**src/rtl/addr_guard_pkg.sv**
```systemverilog
// Shared types and helpers for the 8-bit adder residue guard.
package addr_guard_pkg;

    localparam int unsigned RES_W = 2;

    typedef logic [RES_W-1:0] res_t;

    typedef enum logic [1:0] {
        IDLE  = 2'd0,
        EVAL  = 2'd1,
        RETRY = 2'd2,
        HOLD  = 2'd3
    } state_t;

    // Add two base-4 digits (0..3) and reduce mod 3.
    function automatic res_t res_add(input logic [1:0] x, input logic [1:0] y);
        logic [2:0] s;
        s = {1'b0, x} + {1'b0, y};
        case (s)
            3'd1, 3'd4: res_add = 2'd1;
            3'd2, 3'd5: res_add = 2'd2;
            default:    res_add = 2'd0;
        endcase
    endfunction

endpackage

```
**src/rtl/mod3_residue.sv**
```systemverilog
// Combinational W-bit to 2-bit mod-3 reducer; 4 == 1 (mod 3), so 2-bit digits are summed.
module mod3_residue
    import addr_guard_pkg::*;
#(
    parameter int unsigned W = 8
) (
    input  logic [W-1:0]     x,
    output logic [RES_W-1:0] r
);

    localparam int unsigned NP = (W + 1) / 2;

    logic [2*NP-1:0] xp;
    res_t            acc;

    always_comb begin
        xp         = '0;
        xp[W-1:0]  = x;
        acc        = '0;
        for (int unsigned i = 0; i < NP; i++) begin
            acc = res_add(acc, xp[2*i +: 2]);
        end
    end

    assign r = acc;

endmodule

```
**src/rtl/addr8u_residue_guard.sv**
```systemverilog
// Guard stage around an external 8-bit adder: mod-3 residue check, optional retry, fault counter.
// Retry support is compiled in with `define ADDR_GUARD_RETRY_EN.
module addr8u_residue_guard
    import addr_guard_pkg::*;
#(
    parameter int unsigned MAX_RETRY = 2,
    parameter int unsigned CNT_W     = 8
) (
    input  logic             clk,
    input  logic             rst_n,
    input  logic             in_valid,
    output logic             in_ready,
    input  logic [7:0]       in_a,
    input  logic [7:0]       in_b,
    output logic [7:0]       add_a,
    output logic [7:0]       add_b,
    input  logic [8:0]       add_sum,
    output logic             out_valid,
    input  logic             out_ready,
    output logic [8:0]       out_sum,
    output logic             out_err,
    input  logic             err_clr,
    output logic [CNT_W-1:0] err_count
);

    if (MAX_RETRY > 7) begin : g_bad_retry
        $error("MAX_RETRY must be in 0..7");
    end

    state_t           state_q, state_d;
    logic [7:0]       add_a_q, add_a_d;
    logic [7:0]       add_b_q, add_b_d;
    res_t             pr_q, pr_d;
    logic [8:0]       out_sum_q, out_sum_d;
    logic             out_err_q, out_err_d;
    logic [CNT_W-1:0] err_count_q, err_count_d;
    logic             err_inc;
    res_t             res_a, res_b, res_s;

`ifdef ADDR_GUARD_RETRY_EN
    localparam logic [2:0] MAX_R = 3'(MAX_RETRY);
    logic [2:0] retry_q, retry_d;
`endif

    mod3_residue #(.W(8)) u_res_a (.x(in_a),    .r(res_a));
    mod3_residue #(.W(8)) u_res_b (.x(in_b),    .r(res_b));
    mod3_residue #(.W(9)) u_res_s (.x(add_sum), .r(res_s));

    always_comb begin
        state_d   = state_q;
        add_a_d   = add_a_q;
        add_b_d   = add_b_q;
        pr_d      = pr_q;
        out_sum_d = out_sum_q;
        out_err_d = out_err_q;
        err_inc   = 1'b0;
`ifdef ADDR_GUARD_RETRY_EN
        retry_d   = retry_q;
`endif
        case (state_q)
            IDLE: begin
                if (in_valid) begin
                    add_a_d = in_a;
                    add_b_d = in_b;
                    pr_d    = res_add(res_a, res_b);
`ifdef ADDR_GUARD_RETRY_EN
                    retry_d = '0;
`endif
                    state_d = EVAL;
                end
            end
            EVAL: begin
                if (res_s == pr_q) begin
                    out_sum_d = add_sum;
                    out_err_d = 1'b0;
                    state_d   = HOLD;
`ifdef ADDR_GUARD_RETRY_EN
                end else if (retry_q < MAX_R) begin
                    retry_d = retry_q + 3'd1;
                    state_d = RETRY;
`endif
                end else begin
                    out_sum_d = add_sum;
                    out_err_d = 1'b1;
                    err_inc   = 1'b1;
                    state_d   = HOLD;
                end
            end
`ifdef ADDR_GUARD_RETRY_EN
            RETRY: state_d = EVAL;
`endif
            HOLD: begin
                if (out_ready) state_d = IDLE;
            end
            default: state_d = IDLE;
        endcase
    end

    // Clear takes priority over a same-cycle increment.
    always_comb begin
        err_count_d = err_count_q;
        if (err_clr) begin
            err_count_d = '0;
        end else if (err_inc && (err_count_q != '1)) begin
            err_count_d = err_count_q + {{(CNT_W-1){1'b0}}, 1'b1};
        end
    end

    always_ff @(posedge clk or negedge rst_n) begin
        if (!rst_n) begin
            state_q     <= IDLE;
            add_a_q     <= '0;
            add_b_q     <= '0;
            pr_q        <= '0;
            out_sum_q   <= '0;
            out_err_q   <= 1'b0;
            err_count_q <= '0;
`ifdef ADDR_GUARD_RETRY_EN
            retry_q     <= '0;
`endif
        end else begin
            state_q     <= state_d;
            add_a_q     <= add_a_d;
            add_b_q     <= add_b_d;
            pr_q        <= pr_d;
            out_sum_q   <= out_sum_d;
            out_err_q   <= out_err_d;
            err_count_q <= err_count_d;
`ifdef ADDR_GUARD_RETRY_EN
            retry_q     <= retry_d;
`endif
        end
    end

    assign in_ready  = (state_q == IDLE);
    assign out_valid = (state_q == HOLD);
    assign add_a     = add_a_q;
    assign add_b     = add_b_q;
    assign out_sum   = out_sum_q;
    assign out_err   = out_err_q;
    assign err_count = err_count_q;

endmodule

```
**config.mk**
```make
export PLATFORM = sky130hd
export DESIGN_NAME = addr8u_residue_guard
export DESIGN_NICKNAME = d
export VERILOG_FILES = /design/src/rtl/addr_guard_pkg.sv /design/src/rtl/mod3_residue.sv /design/src/rtl/addr8u_residue_guard.sv
export SDC_FILE = /design/constraint.sdc
export NUM_CORES = 1
export LEC_CHECK = 0
export CAP_MARGIN = 15
export CORE_MARGIN = 2
export CORE_UTILIZATION = 40
export DETAILED_ROUTE_END_ITERATION = 10
export PLACE_DENSITY = 0.66
export REMOVE_ABC_BUFFERS = 1
export SYNTH_ARGS = -nofsm -noshare
export SYNTH_HDL_FRONTEND = slang
export SYNTH_SLANG_ARGS = --single-unit
```
**constraint.sdc**
```tcl
create_clock -name clk -period 3.85 [get_ports clk]
set_input_delay 0.77 -clock clk [delete_from_list [all_inputs] [get_ports clk]]
set_output_delay 0.77 -clock clk [all_outputs]
set_load 0.02 [all_outputs]
```
# --- Word level (Yosys, flattened, before mapping) ---
# Index checks and enable logic that the tools add are counted.
totals:
  ff_bits: 38
  in_bits: 30
  output_inout_bits: 36
  word_cells: 123
classes:
  addsub: 12
  n_eq_ne: 56
  mux: 21
  n_reduce_logical: 27
op_table:
  columns: ["operator", "n"]
  rows:
  - ["3-bit equality test (second input constant)", 22]
  - ["2-bit one-hot mux with 2 select lines", 14]
  - ["2-bit OR reduction", 22]
  - ["3-bit by 1-bit equality test with 1-bit output (second input constant)", 11]
  - ["3-bit by 2-bit equality test with 1-bit output (second input constant)", 11]
  - ["2-bit by 2-bit adder with 3-bit output", 10]
  - ["8-bit two-way mux", 2]
  - ["8-bit by 1-bit adder with 8-bit output (second input constant)", 1]
  - ["2-bit by 1-bit equality test with 1-bit output (second input constant)", 4]
  - ["2-bit equality test (second input constant)", 4]
  - ["8-bit inequality test (second input constant)", 1]
  - ["2-bit one-hot mux with 3 select lines", 1]
  - ["2-bit two-way mux", 2]
  - ["2-bit AND reduction", 2]
  - ["2-bit by 1-bit adder with 3-bit output", 1]
  - ["2-bit equality test", 1]
  - ["2-bit zero test", 1]
  - ["1-bit two-way mux", 2]
  - ["2-bit by 1-bit inequality test with 1-bit output (second input constant)", 1]
  - ["2-bit inequality test (second input constant)", 1]
  - ["2-bit nonzero test", 1]
  - ["1-bit logical AND", 1]

# --- Logic depth before layout (Yosys ltp) ---
# Gate-level depths: netlist of the first run.
logic_depth:
  word_depth: 24
  ltp_mapped: 24

# --- By module ---
# Synthesis of the first run repeated with hierarchy kept, for this count alone.
hier_totals:
  cells_unflattened: 219
  area_unflattened_um2: 2474.9
modules_own_cells:
  columns: ["mod", "instances", "cells_per_inst", "area_per_inst_um2"]
  rows:
  - ["addr8u_residue_guard", 1, 136, 1719.1]
  - ["mod3_residue at u_res_a ...", 2, 25, 235.2]
  - ["mod3_residue at u_res_s", 1, 33, 285.3]

# --- Worst setup path after synthesis of the first run ---
# Ideal clock, no wire load.
synth_path:
  path_type: "input -> register"
  from: "input port add_sum[0]"
  to: "register err_count_q[7] (netlist: err_count[7])"
  setup_ns: 0.078
  t_arrival_ns: 5.387
  required_time_ns: 3.772
  path_slack_ns: -1.615
  cell_stages: 23
  path_cell_list: "nor2b_1 -> ha_1 -> inv_1 -> fa_1 -> xnor2_1 -> and2_1 -> ha_1 -> inv_1 -> fa_1 -> nor2b_1 -> nor3b_1 -> ha_1 -> inv_1 -> fa_1 -> nand2b_1 -> and3_1 -> ha_1 -> ha_1 -> and3b_1 -> o211a_1 -> or4_4 -> or4_1 -> a21oi_1"
synth_via:
  elab_chain_cells: 23
  word_cells_on_any_way: 40
  classes_between: "add/sub: 4; eq/ne: 19; mux: 7; reduce/logical: 10"
synth_lines:
  columns: ["element", "line", "source"]
  rows:
  - ["start, declared", "addr8u_residue_guard.sv:17", "input logic [8:0] add_sum,"]
  - ["2-bit equality test or 2-bit by 1-bit equality test with 1-bit output (tied branches)", "addr_guard_pkg.sv:19", "case (s)"]
  - ["2-bit one-hot mux with 2 select lines (*)", "addr_guard_pkg.sv:19", null]
  - ["2-bit by 2-bit adder with 3-bit output (*)", "addr_guard_pkg.sv:18", "s = {1'b0, x} + {1'b0, y};"]
  - ["3-bit by 2-bit equality test with 1-bit output, or another cell as far along", "addr_guard_pkg.sv:19", null]
  - ["2-bit OR reduction", "addr_guard_pkg.sv:19", null]
  - ["2-bit one-hot mux with 2 select lines (*)", "addr_guard_pkg.sv:19", null]
  - ["2-bit by 2-bit adder with 3-bit output (*)", "addr_guard_pkg.sv:18", null]
  - ["3-bit by 2-bit equality test with 1-bit output, or another cell as far along", "addr_guard_pkg.sv:19", null]
  - ["(+7 left out)", null, null]
  - ["3-bit by 2-bit equality test with 1-bit output, or another cell as far along", "addr_guard_pkg.sv:19", null]
  - ["2-bit OR reduction", "addr_guard_pkg.sv:19", null]
  - ["2-bit one-hot mux with 2 select lines (*)", "addr_guard_pkg.sv:19", null]
  - ["2-bit equality test (*)", "addr8u_residue_guard.sv:73", "if (res_s == pr_q) begin"]
  - ["1-bit two-way mux (*)", "addr8u_residue_guard.sv:73", null]
  - ["1-bit two-way mux (*)", "addr8u_residue_guard.sv:60", "case (state_q)"]
  - ["1-bit logical AND (*)", "addr8u_residue_guard.sv:104", "end else if (err_inc && (err_count_q != '1)) begin"]
  - ["2-bit nonzero test (no line) (*)", null, null]
  - ["end signal, assigned", "addr8u_residue_guard.sv:128", "err_count_q <= err_count_d;"]
  - ["end, declared", "addr8u_residue_guard.sv:36", "logic [CNT_W-1:0] err_count_q, err_count_d;"]
# Every way passes the cells marked *; elsewhere a longest branch is shown, timed or not.
# A chain may end at the register's enable or synchronous reset.

# --- Worst setup path in the final report of the first run ---
layout_path:
  from: "input port add_sum[0]"
  to: "register err_count_q[3] (netlist: err_count[3])"
# Same word-level chain as after synthesis.

==> flow_summary.toml, run 1 <==
[layout]
drive_gt1_share_pct = 44.2
final_cell_mix = "clkdlybuf4s50_1 (52), dfrtp_1 (38), mux2_2 (22)"
n_antenna_cell = 0
final_common_cell = "clkdlybuf4s50_1"
final_cells = 394
nNetsFinal = 371
syn2layout_area_growth_pct = 59.0
design_area_mm2 = 0.00378

[setup_path]
critPathCaptureType = "flip-flop"
worstPathCellList = "buf_6 > nor2b_4 > ha_4 > inv_2 > fa_2 > and2_4 > ha_4 > inv_2 > fa_2 > nor3b_4 > ha_2 > inv_2 > fa_2 > nand2b_4 > and3_4 > ha_4 > ha_4 > and3b_1 > o211a_1 > buf_6 > or4_4 > or3_4 > a21oi_2"
slowest_delay_ns = 0.58
cp-start-kind = "input port"
critPathSlowestCell = "fa_2"
cp.required_ns = 4.07
worstSetupPathType = "input port to flip-flop"
critPathLaunch = "add_sum[0]"
reg2reg_from = "state_q[1]"
cpMostUsedCell = "ha_4"
arrival_ns = 5.65
cp_max_fo = 6

[routing]
wl_per_cell_um = 13.5
wl_met1_um = 2330
top_layer = "met4"
drcViolationCount = 0
wirelength_um = 5300
met3WireLength_um = 206
ant_nets = 0
dr_wl_met2_um = 2700
first_pass_iters = 4
drtIter0Drc = 14
via_count = 1947
viasPerCell = 4.94

[sta]
post-route-min-period_ns = 5.43
rsz0062_at_grt = "true"
final_hold_viol_count = 0
fin_crit_sh_pct = 141
worst_pin_slew_ns = 0.895
skew_ns = 0.00539
fmax_ghz = 0.184
setup_violations = 11
slew_viol_final = 0
slew_headroom_pct = 40.3
setup_ws_ns = -1.58
tns_ns = -13.93

[outcome]
violations = "negative setup slack"
status = "finished, violations left"

[die]
core_mm2 = 0.00585
row_count = 28
io_pins = 66
fp.dieW_um = 81.2
initial_core_util_pct = 40.7
die_y_um = 81.2
fp.dieArea_mm2 = 0.00659

[hold_path]
hold_path_class = "flip-flop to flip-flop"
hp-start = "out_err"

[synth]
synth.top_cell.area_share_pct = 39.9
yosysTopAreaCell = "dfrtp_1"
synth-edff-count = 0
avgSynthCellArea_um2 = 10.5
synthCells = 226
async_flop_share_pct = 100
synthesis.area_mm2 = 0.00238
yosysWarnings = 0
ys_seq_area_share_pct = 39.9
ys_top_cells_by_area = "dfrtp_1 (40%), mux2_2 (10%), fa_1 (8.4%), ha_1 (6.8%), nor2b_1 (3.7%)"
ys_ff_latch = 38
synth_cell_type_count = 39
ys.flop_type = "dfrtp_1"

[global_route]
grt_start_max_net_pins = 39
gr-total-overflow = 0
groute.usage.overall_pct = 16.3
grt_pass1_wl_um = 8450
antenna_found_initial = 0
grt_pass1_vias = 1929

[place]
postPlaceCellArea_mm2 = 0.00322
dpl.hpwl_um = 3410
gp_congestion = 0.736
portBuffers = 65
placedCellCount = 376

[power_and_ir_drop]
ir_drop_mv = 0.412
power_mw = 2.52
leakage_nw = 1.58
power_density_mw_per_mm2 = 665

[cts]
clk_latency_ns = 0.29
clock_path_buffers = 2
cts.sinks = 38
cts_tree = "done"
root_buffer = "clkbuf_8"
clkTransAtPathRegs_ns = 0.08
cts_buffers = 5
htreeDepth = 2

[run]
max_cap_viol_count = 0
==> timing repair <==
item	in CTS	in global routing
pin swaps	51	28
endpoints found under the setup margin	11	11
hold buffers	0	0
resized for setup	110	32
cloned	1	0
buffers inserted	6	3
==> through the flow <==
step / utilization (%) / setup WS (ns) / hold WS, ns
final: 64.7 / -1.58 / 0.474
after global routing: 64.7 / -1.71 / 0.511
after CTS: 62.2 / -1.63 / 0.482
after detailed placement: 55.0 / -2.46 / 0.463
after global placement: 55.0 / -2.26 / 0.453
after floorplan: - / -1.67 / 0.474
==> power by group <==
group	total (mW)	leakage, nW	internal (mW)	switching [mW]
sequential	0.662	0.467	0.566	0.0968
combinational	1.57	1.06	0.864	0.702
clock	0.289	0.0482	0.145	0.144
total	2.52	1.58	1.57	0.943
==> kinds of logic (layout without fill, tap and decap cells) <==
kind of cell / after synthesis / after routing / synth area share [%]
XOR/XNOR: 4 / 4 / 1.47
AO/OA/AOI/OAI: 27 / 27 / 6.67
adder cells (fa/ha/maj): 23 / 23 / 15.2
AND/OR/NAND/NOR: 82 / 83 / 19.8
flip-flops: 38 / 38 / 39.9
multiplexers: 28 / 28 / 12.9
buffers and inverters: 24 / 116 / 3.94
==> flip-flops by register name, indices dropped and copies added (netlist names) <==
signal and flops:
out_sum 9, pr_q 2, state_q 2, out_err 1
add_a 8, add_b 8, err_count 8
==> synthesized netlist by cell type, types with 2 or more instances <==
cell,instances
nor4_1,2
nand2_1,15
nor2_1,12
mux2_2,22
nand2b_1,11
or3_1,3
o21ai_0,6
and2_1,2
or2_2,2
ha_1,13
o31ai_1,3
clkbuf_1,4
or4_1,3
inv_1,18
dfrtp_1,38
mux2i_1,6
a21oi_1,13
nor3b_1,6
xnor2_1,3
and3_1,3
fa_1,10
nor2b_1,14
==> critical path: cells and delay by family <==
family,cells,cell delay [ns]
simple gates,8,1.89
buf+inv,5,0.29
compound gates,2,0.38
fa+ha+maj,8,2.30
==> worst paths after layout <==
kind | endpoint | slack (ns) | cells past startpoint
min in group asynchronous | add_b[4] | 0.59 | 1
setup reg to reg | err_count[5] | 1.59 | 4
hold / removal | out_err | 0.47 | 2
max in group asynchronous | add_a[2] | 2.73 | 1
hold reg to reg | out_err | 0.47 | 2
setup / recovery | err_count[3] | -1.58 | 23
==> routing by layer <==
layer | up-vias | track usage [%]
met1 | 944 | 21.0
met3 | 5 | 2.89
li1 | 959 | -
met2 | 39 | 28.1
met5 | - | 0
met4 | 0 | 4.75
==> area by class of cell <==
cell class,instances,area [um2]
Inverter,18,67.6
Multi-Input combinational cell,165,1730
Clock inverter,1,5.00
Tap cell,75,93.8
Timing Repair Buffer,90,850
Sequential cell,38,951
Clock buffer,7,86.3
Fill cell,502,2070
(Power assumes the default switching activity.)
==> run 2, diff against run 1 <==
Clock period 3.85 ns to 6.2 ns, I/O delays scaled along.
==> run 2 against run 1 <==
- power is 46% lower
- worst setup slack better by 1.8 ns
- register-to-register slack better by 2.3 ns
- critical endpoint is now err_count[6]
- the run now ends clean
- worst hold slack worse by 0.00087 ns
- clock power is 42% lower
- highest routed layer unchanged
- sequential share of layout area is 3.7 points higher
- design area is 13% lower
- critical path type unchanged
- routed wire length is 9.5% lower
- global-route usage is 0.81 points lower
==> flow_summary.toml, run 2 (synthesis gave the netlist of run 1 again) <==
[sta]
final_hold_viol_count = 0
slew_viol_final = 0
fin_crit_sh_pct = 96.6
setup_violations = 0
worst_pin_slew_ns = 0.939
slew_headroom_pct = 37.3
post-route-min-period_ns = 5.99
setup_ws_ns = 0.210
fmax_ghz = 0.167
skew_ns = 0.00581

[layout]
final_cell_mix = "clkdlybuf4s50_1 (61), dfrtp_1 (38), mux2_2 (22)"
drive_gt1_share_pct = 17.8
seq_area_um2 = 951
n_antenna_cell = 0
nNetsFinal = 352
largest_reg_flops = 9
final_common_cell = "clkdlybuf4s50_1"
multi_input_area_mm2 = 0.00140
syn2layout_area_growth_pct = 38.4
nFillCells = 526
final_cells = 373

[outcome]
status = "finished clean"

[place]
portBuffers = 65
dpl.hpwl_um = 3530
gp_congestion = 0.746
place_worst_setup_slack_ns = -0.526
placedCellCount = 365

[routing]
ant_nets = 0
first_pass_iters = 4
via_count = 1825
wirelength_um = 4800
viasPerCell = 4.89
drtIter0Drc = 32
drcViolationCount = 0
wl_per_cell_um = 12.9

[cts]
hold_buffers = 0
clock_path_buffers = 2
cts_buffers = 5
clkTransAtPathRegs_ns = 0.07
cts.sinks = 38
cts_tree = "done"
root_buffer = "clkbuf_8"
htreeDepth = 2
clk_latency_ns = 0.28

[power_and_ir_drop]
p_int_mw = 0.857
p_comb_share_pct = 57.7
switching_share_pct = 37.5
power_density_mw_per_mm2 = 416
ir_drop_mv = 0.216
leakage_nw = 1.38
p_seq_share_pct = 30.0
power.share.clock_pct = 12.3
p_switching_mw = 0.513

[hold_path]
worstHoldEndpoint = "out_err"
whs_path_depth = 2
hold_path_class = "flip-flop to flip-flop"
hp-start = "out_err"

[global_route]
gr-total-overflow = 0
antenna_found_initial = 0
grt_pass1_vias = 1781
grt_pass1_wl_um = 7820
grt_start_max_net_pins = 39
groute.usage.overall_pct = 15.5

[setup_path]
critPathLaunch = "add_sum[0]"
rrSetupSlack_ns = 3.87
cp_max_fo = 8
r2r_end = "err_count[6]"
cp-start-kind = "input port"
arrival_ns = 6.19
critPathCaptureType = "flip-flop"
reg2reg_from = "state_q[1]"
cp.required_ns = 6.40
worstSetupPathType = "input port to flip-flop"
reg2reg_depth = 4

[die]
fp.dieW_um = 81.2
initial_core_util_pct = 40.7
core_mm2 = 0.00585
fp.dieArea_mm2 = 0.00659
io_pins = 66
row_count = 28
die_y_um = 81.2

[run]
max_cap_viol_count = 0
==> run 2: stage by stage <==
step                      total power [mW]  area [um2]  hold slack, ns  util (%)  setup TNS (ns)
after floorplan                      0.870        2350           0.508         -               0
after global placement                1.17        3130           0.453      53.6           -2.64
after detailed placement              1.18        3130           0.464      53.6           -3.82
after CTS                             1.38        3260           0.482      55.8               0
after global routing                  1.47        3300           0.493      56.3         -0.0546
final                                 1.37        3300           0.473      56.3               0
==> run 2: what timing repair did <==
action,4_1_cts,5_1_grt
setup buffers,1,1
cloned,0,0
endpoints found under the setup margin,8,7
pin swaps,12,2
gates resized for setup,12,5
==> run 2: worst max-delay path: stages <==
cell           delay [ns]
dlygate4sd2_1        0.25
nor2b_1              0.13
ha_1                 0.17
inv_1                0.08
fa_2                 0.45
buf_4                0.15
nor2_1               0.09
a21oi_1              0.09
fa_2                 0.55
nor3b_4              0.18
ha_2                 0.18
inv_1                0.04
fa_2                 0.33
nand2b_4             0.15
and3_1               0.16
ha_2                 0.18
ha_4                 0.28
and3b_1              0.17
o211a_1              0.23
or4_4                0.47
or3_4                0.41
a211oi_2             0.22
==> run 2: cell type report <==
| class | instances | area share (%) |
|---|---|---|
| Sequential cell | 38 | 28.9 |
| Tap cell | 75 | 2.85 |
| Timing Repair Buffer | 72 | 21.2 |
| Inverter | 18 | 2.05 |
| Clock buffer | 6 | 2.51 |
| Multi-Input combinational cell | 164 | 42.6 |
==> run 2: worst max-delay path by stage <==
stage | endpoint | slack (ns) | cells past startpoint
6_report | err_count[6] | 0.21 | 22
2_1_floorplan | err_count[7] | 0.21 | 23
3_5_place_dp | err_count[4] | -0.53 | 24
4_1_cts | err_count[0] | 0.09 | 23
5_1_grt | err_count[6] | -0.03 | 22
3_3_place_gp | err_count[7] | -0.40 | 24
==> run 2: power groups by stage <==
stage | registers [mW] | clock network, mW | logic [mW]
floorplan | 0.522 | 0 | 0.348
global placement | 0.412 | 0 | 0.755
global route | 0.426 | 0.186 | 0.864
finish | 0.411 | 0.168 | 0.790
detailed placement | 0.417 | 0 | 0.767
CTS | 0.413 | 0.177 | 0.791
==> run 2: layer usage <==
layer  share of wire (%)  GRT usage [%]  vias up
met2                  48           26.1       41
met1                  46           19.4      859
met4                 1.6           6.10        0
met5                   0              0        -
li1                    -              -      921
met3                 3.7           3.33        4
